## config.mk

```make
export PLATFORM = sky130hd
export DESIGN_NAME = fetch_queue
export DESIGN_NICKNAME = d
export VERILOG_FILES = /design/src/rtl/fetch_queue.sv
export SDC_FILE = /design/constraint.sdc
export NUM_CORES = 1
export LEC_CHECK = 0
export ABC_CLOCK_PERIOD_IN_PS = 6700
export CAP_MARGIN = 5
export CORE_MARGIN = 1.5
export CORE_UTILIZATION = 50
export CTS_CLUSTER_SIZE = 16
export DETAILED_ROUTE_END_ITERATION = 10
export GPL_TIMING_DRIVEN = 0
export PLACE_DENSITY_LB_ADDON = 0.12
export REMOVE_ABC_BUFFERS = 1
export SYNTH_ARGS = -nofsm -noshare
export SYNTH_HDL_FRONTEND = slang
export SYNTH_SLANG_ARGS = --single-unit
```

## constraint.sdc

```tcl
create_clock -name clk -period 6.7 [get_ports clk]
set_input_delay 1.34 -clock clk [delete_from_list [all_inputs] [get_ports clk]]
set_output_delay 1.34 -clock clk [all_outputs]
set_load 0.1 [all_outputs]
```

## src/rtl/fetch_queue.sv

```systemverilog
// Instruction-fetch stage: owns the PC, drives a 1-cycle-latency imem and buffers {pc, inst} pairs for decode.
// Optional misaligned-redirect fault handling is compiled in with `define FETCH_MISALIGN_CHK_EN.
module fetch_queue #(
    parameter logic [31:0] RESET_PC = 32'h0000_0000,
    parameter int          DEPTH    = 4
) (
    input  logic        clk,
    input  logic        rst,
    output logic        imem_req,
    output logic [31:0] imem_addr,
    input  logic [31:0] imem_rdata,
    input  logic        redirect_valid,
    input  logic [31:0] redirect_pc,
    output logic        id_valid,
    input  logic        id_ready,
    output logic [31:0] id_pc,
    output logic [31:0] id_inst,
    output logic        id_fault
);

    localparam int AW = $clog2(DEPTH);
    localparam int CW = AW + 1;

    logic [31:0]   pc;
    logic [31:0]   req_pc;
    logic          inflight;
    logic [CW-1:0] count;
    logic [AW-1:0] rd_ptr;
    logic [AW-1:0] wr_ptr;
    logic [CW:0]   used;
    logic          credit;
    logic          can_fetch;
    logic          push;
    logic          pop;

    logic [31:0] pc_mem   [DEPTH];
    logic [31:0] inst_mem [DEPTH];

`ifdef FETCH_MISALIGN_CHK_EN
    localparam logic [31:0] NOP_INST = 32'h0000_0013;
    logic halted;
    logic misaligned;
    logic fault_mem [DEPTH];

    assign misaligned = (redirect_pc[1:0] != 2'b00);
    assign can_fetch  = !halted;
`else
    assign can_fetch  = 1'b1;
`endif

    // The in-flight request already owns a slot, so the credit check makes overrun impossible.
    assign used      = {1'b0, count} + {{CW{1'b0}}, inflight};
    assign credit    = (used < (CW+1)'(DEPTH));
    assign imem_req  = !rst && !redirect_valid && credit && can_fetch;
    assign imem_addr = pc;

    assign push     = inflight && !redirect_valid;
    assign id_valid = (count != '0) && !redirect_valid;
    assign pop      = id_valid && id_ready;

    assign id_pc   = (count != '0) ? pc_mem[rd_ptr]   : '0;
    assign id_inst = (count != '0) ? inst_mem[rd_ptr] : '0;
`ifdef FETCH_MISALIGN_CHK_EN
    assign id_fault = (count != '0) ? fault_mem[rd_ptr] : 1'b0;
`else
    assign id_fault = 1'b0;
`endif

    always_ff @(posedge clk) begin
        if (rst) begin
            pc       <= RESET_PC;
            req_pc   <= '0;
            inflight <= 1'b0;
            count    <= '0;
            rd_ptr   <= '0;
            wr_ptr   <= '0;
`ifdef FETCH_MISALIGN_CHK_EN
            halted   <= 1'b0;
`endif
        end else if (redirect_valid) begin
            // Flush everything younger, including a response arriving this cycle.
            inflight <= 1'b0;
            rd_ptr   <= '0;
`ifdef FETCH_MISALIGN_CHK_EN
            pc       <= redirect_pc;
            halted   <= misaligned;
            count    <= misaligned ? CW'(1) : '0;
            wr_ptr   <= misaligned ? AW'(1) : '0;
`else
            pc       <= redirect_pc & ~32'h3;
            count    <= '0;
            wr_ptr   <= '0;
`endif
        end else begin
            inflight <= imem_req;
            if (imem_req) begin
                pc     <= pc + 32'd4;
                req_pc <= pc;
            end
            if (push) wr_ptr <= wr_ptr + AW'(1);
            if (pop)  rd_ptr <= rd_ptr + AW'(1);
            if (push && !pop)      count <= count + CW'(1);
            else if (!push && pop) count <= count - CW'(1);
        end
    end

    // NOTE: the storage arrays are deliberately not reset; count gates every read, so stale contents never reach decode.
    always_ff @(posedge clk) begin
        if (!rst) begin
            if (push) begin
                pc_mem[wr_ptr]   <= req_pc;
                inst_mem[wr_ptr] <= imem_rdata;
`ifdef FETCH_MISALIGN_CHK_EN
                fault_mem[wr_ptr] <= 1'b0;
            end else if (redirect_valid && misaligned) begin
                pc_mem[0]    <= redirect_pc;
                inst_mem[0]  <= NOP_INST;
                fault_mem[0] <= 1'b1;
`endif
            end
        end
    end

endmodule

```

Word-level counts from Yosys, hierarchy flattened --
Memories as Yosys holds them, arrays and structs flattened. A register that Yosys moved wholly into a read port is not among the register bits. Index checks and enable logic that the tools add are counted.
Word-level totals: register bits after elaboration 72, memory bits (writable) 256, input port bits 68, output and inout port bits 99, memories kept 2
Cells by class: $add $sub $neg 6, order comparisons 1, multiplexer cells 13, bitwise gates (word level) 1, reduce and logical (&&, ||, !) cells 16
Memory list:
- inst_mem | words 4, width 32, rd ports 1, clocked after Yosys merged registers in 1, wr ports 1, line 37 | logic [31:0] inst_mem [DEPTH];
- pc_mem | words 4, width 32, rd ports 1, clocked after Yosys merged registers in 1, wr ports 1, line 36 | logic [31:0] pc_mem [DEPTH];
Operators by type and width (number):
- $mux W32 | 4
- $add A32 B3 Y32 const B | 1
- $mux W2 | 4
- $logic_and A1 B1 Y1 | 7
- $mux W3 | 2
- $add A2 B1 Y2 const B | 2
- $add A3 B1 Y4 | 1
- $logic_not A1 Y1 | 4
- $lt A4 B3 Y1 const B | 1
- $reduce_bool A2 Y1 | 2
- $add A3 B1 Y3 const B | 1
- $mux W1 | 3
- $reduce_bool A3 Y1 | 1
- $sub A3 B1 Y3 const B | 1
- $reduce_and A2 Y1 | 1
- $reduce_or A2 Y1 | 1
- $not A1 Y1 | 1

Logic depth before layout (Yosys ltp) --
word-level depth 6, mapped depth 10

Least setup slack after synthesis --
No wires, ideal clock.
path kind input to output, start input rst, end output imem_req, arrival 2.972 ns, data required time 5.360 ns, slack 2.388 ns, stages on the path 8, cells stage by stage buf_6 > or2_0 > buf_2 > or3_1 > buf_2 > inv_2 > buf_2 > buf_2
Between the ends: cells in the longest elaborated chain, start to end 3
RTL lines:
- start: declaration | line 8 | input logic rst,
- $logic_not A1 Y1
- $logic_and A1 B1 Y1 (2 in series) | line 54 | assign imem_req = !rst && !redirect_valid && credit && can_fetch;
- end: declaration | line 9 | output logic imem_req,
No other way between the ends.

Worst setup path after layout --
start input redirect_valid, end output imem_req
Between the ends: cells in the longest elaborated chain, start to end 3
RTL lines:
- start: declaration | line 12 | input logic redirect_valid,
- $logic_not A1 Y1 | line 54
- $logic_and A1 B1 Y1 (2 in series) | line 54
No other way between the ends.

==> results by group <==
Final layout
  • Most frequent cells in the layout: edfxtp_1, clkdlybuf4s50_1, nand2_1
  • Most common cell after layout, fill and taps aside: edfxtp_1
  • Share of layout cells above drive strength 1: 14.9%
  • Ant diodes: 0
  • Final core utilization: 64.9%
  • Final Cell Area: 15,900 µm²
  • Fill cells: 1,803
  • Area delta synth->final: 26.2%
  • Nets@finish: 1,045

Logic synthesis
  • Post-Syn Area: 12,600 µm²
  • Adder-cell share of the synthesized area: 0.753%
  • Count of cell types in the netlist: 53
  • Synth Register Bits: 318
  • Cell count after synthesis: 808
  • Register area share after synthesis: 70.1%
  • Prevailing post-synth register cell: edfxtp_1
  • Largest family of logic cells by synthesized area: multiplexers
  • Synth Area in Simple Gates: 9.92%
  • Complex-gate fraction of the synthesized area: 4.78%
  • EDFF count, synth: 248
  • Mux cell area share after synthesis: 11.7%
  • Ys async rst share: 0%
  • Syn_area_per_cell: 15.6 µm²
  • Syn. warnings: 0
  • Post-Synth XOR/XNOR Area: 0.555%

Power and ir drop
  • PD cells: 290 nW/µm²
  • Static leakage: 5.25 nW
  • VDD IR max: 0.254 mV
  • Overall Power: 0.00462 W

Worst setup path
  • CP Launch Type: input pin
  • Critical path launch point: redirect_valid
  • Critical path endpoint: imem_req
  • Crit-path max FO: 48
  • Reg2reg setup slack: 3390 ps
  • Worst R2R Start: inflight
  • Critical path arrival: 4850 ps
  • Slowest stage delay, CP: 760 ps
  • CP Class: input pin to output port
  • Reg2reg path depth: 7
  • Worst EP required: 5360 ps
  • Crit path max-delay cell type: or3_2
  • Family with the most delay on the worst path: buffers and inverters
  • FF-to-FF End: imem_addr[30]
  • Crit. path cell count: 7
  • Crit-path cells: dlygate4sd2_1, buf_8, or2_0, or3_2, buf_12, inv_2, clkdlybuf4s15_2
  • Critical Path Sink Type: output port
  • Crit path buffers/inverters: 5

STA
  • Final Critical Period: 6190 ps
  • Final count of hold timing violations: 0
  • Max Slew Vio Count: 0
  • Hold slack: 494 ps
  • Clock skew: 14.9 ps
  • RSZ-0062 raised after global routing: false
  • Final period util: 92.3%
  • F_max: 162 MHz
  • Slew @ Worst Pin: 1060 ps
  • Slew HR: 29.3%
  • Final Setup Violations: 0

Die
  • Die width: 162 µm
  • Core Region: 24,500 µm²
  • Die H: 162 µm
  • Num rows: 57
  • Die area: 26,200 µm²
  • Initial Utilization: 51.5%
  • IO Pins: 167

Clock network
  • Reg clk slew, reported paths: 50 ps
  • CTS buffer count: 34
  • Clk Latency, worst-skew pair: 510 ps
  • Clk buf depth: 3
  • Hold_buf cts: 0
  • Clock Sinks: 318
  • CTS tree: done
  • Root Buffer: clkbuf_16
  • H-tree levels: 2

Route
  • Iteration-0 DRC Markers: 460
  • Vias post-DR: 7,360
  • First drt pass iteration count: 5
  • Vias/cell: 5.59
  • DRC violations left: 0
  • WL/cell: 20.3 µm
  • Routed WL: 26,800 µm
  • Post-DRT Antenna Nets: 0

Global routing
  • GRT Total Usage: 20.8%
  • Largest net degree at the start of global routing: 54
  • Initial antenna violation count: 0
  • Vias in the first global route: 7,396
  • First-pass GRT wire length: 41,700 µm
  • GRT overflow: 0

Flow run
  • Max cap viols: 0

Placed design
  • DPL Wire Length: 16,100 µm
  • Port bufs: 159
  • Placer congestion estimate: 0.788
  • Cell Area, Placed: 14,700 µm²

Hold path
  • Hold Crit Depth: 2
  • Min-Delay Path Class: flip-flop to flip-flop

Outcome
  • Status: finished clean
-- through the flow --
stage / cells / setup WS, ps / setup TNS [ps]
2_1_floorplan: 760 / -331 / -370
3_3_place_gp: 1243 / -3980 / -405790
3_5_place_dp: 1257 / -778 / -778
4_1_cts: 1316 / 365 / 0
5_1_grt: 1317 / 326 / 0
6_report: 1317 / 513 / 0
-- where the power goes --
part           switching, W  internal [W]
logic              0.000308      0.000123
registers         0.0000334       0.00214
clock network      0.000730       0.00128
total               0.00107       0.00355
-- sequential cells by signal, summed over array words and instances, names as in the netlist, named ones only --
signal     count
rd_ptr         2
imem_addr     30
inflight       1
pc_mem       120
count          3
inst_mem     128
wr_ptr         2
req_pc        30
-- tightest hold or removal path: stages, from the launching register on --
cell and delay, ps:
dfxtp_1 330, nand2_1 70, a21oi_1 50
-- cell usage after synthesis, types with 6 or more instances --
master / number / share of area [%]
inv_1: 8 / 0.24
clkbuf_1: 33 / 0.98
ha_1: 6 / 0.59
nor2_1: 18 / 0.54
and2_1: 6 / 0.30
a31oi_1: 11 / 0.55
a21oi_1: 47 / 1.9
buf_4: 6 / 0.36
nand2_1: 93 / 2.8
mux4_2: 62 / 11
o21ai_0: 11 / 0.44
nand3_1: 18 / 0.71
edfxtp_1: 248 / 59
nand4_1: 8 / 0.40
buf_1: 7 / 0.21
dfxtp_1: 70 / 11
nor2b_1: 63 / 3.1
or3_1: 9 / 0.45
and3_1: 10 / 0.50
-- area by class of cell --
type | instances | area, µm² | area share [%]
Clock inverter | 16 | 258 | 1.62
Clock buffer | 43 | 958 | 6.02
Inverter | 10 | 37.5 | 0.236
Tap cell | 324 | 405 | 2.54
Sequential cell | 318 | 8860 | 55.6
Multi-Input combinational cell | 432 | 3550 | 22.3
Timing Repair Buffer | 174 | 1870 | 11.7
-- kinds of logic after synthesis --
kind of cell / count (synthesis)
AOI/OAI and AO/OA: 97
muxes: 70
and+or+nand+nor: 245
other: 1
xor gates and xnor gates: 8
adders and majority gates: 7
buffers and inverters: 62
DFF: 318
-- timing repair --
action,CTS,global route
gates resized for setup,4,0
endpoints found under the hold margin,0,0
setup buffers,0,0
setup endpoints to repair,1,0
-- worst min-delay path by stage --
stage,start,endpoint,slack [ps]
after floorplan,req_pc[10],req_pc[10],460
after global placement,req_pc[9],req_pc[9],480
after detailed placement,req_pc[20],pc_mem[1][20],490
after CTS,req_pc[20],req_pc[20],500
after global routing,req_pc[24],pc_mem[1][24],520
final,imem_addr[31],req_pc[31],490
-- layer usage --
metal | routed length, µm | up-vias | global-route usage (%)
li1 | - | 3417 | -
met1 | 11900 | 3649 | 29.7
met2 | 12500 | 252 | 32.9
met3 | 1830 | 42 | 4.37
met4 | 508 | 0 | 5.55
met5 | 0 | - | 0
(Power assumes the default switching activity.)
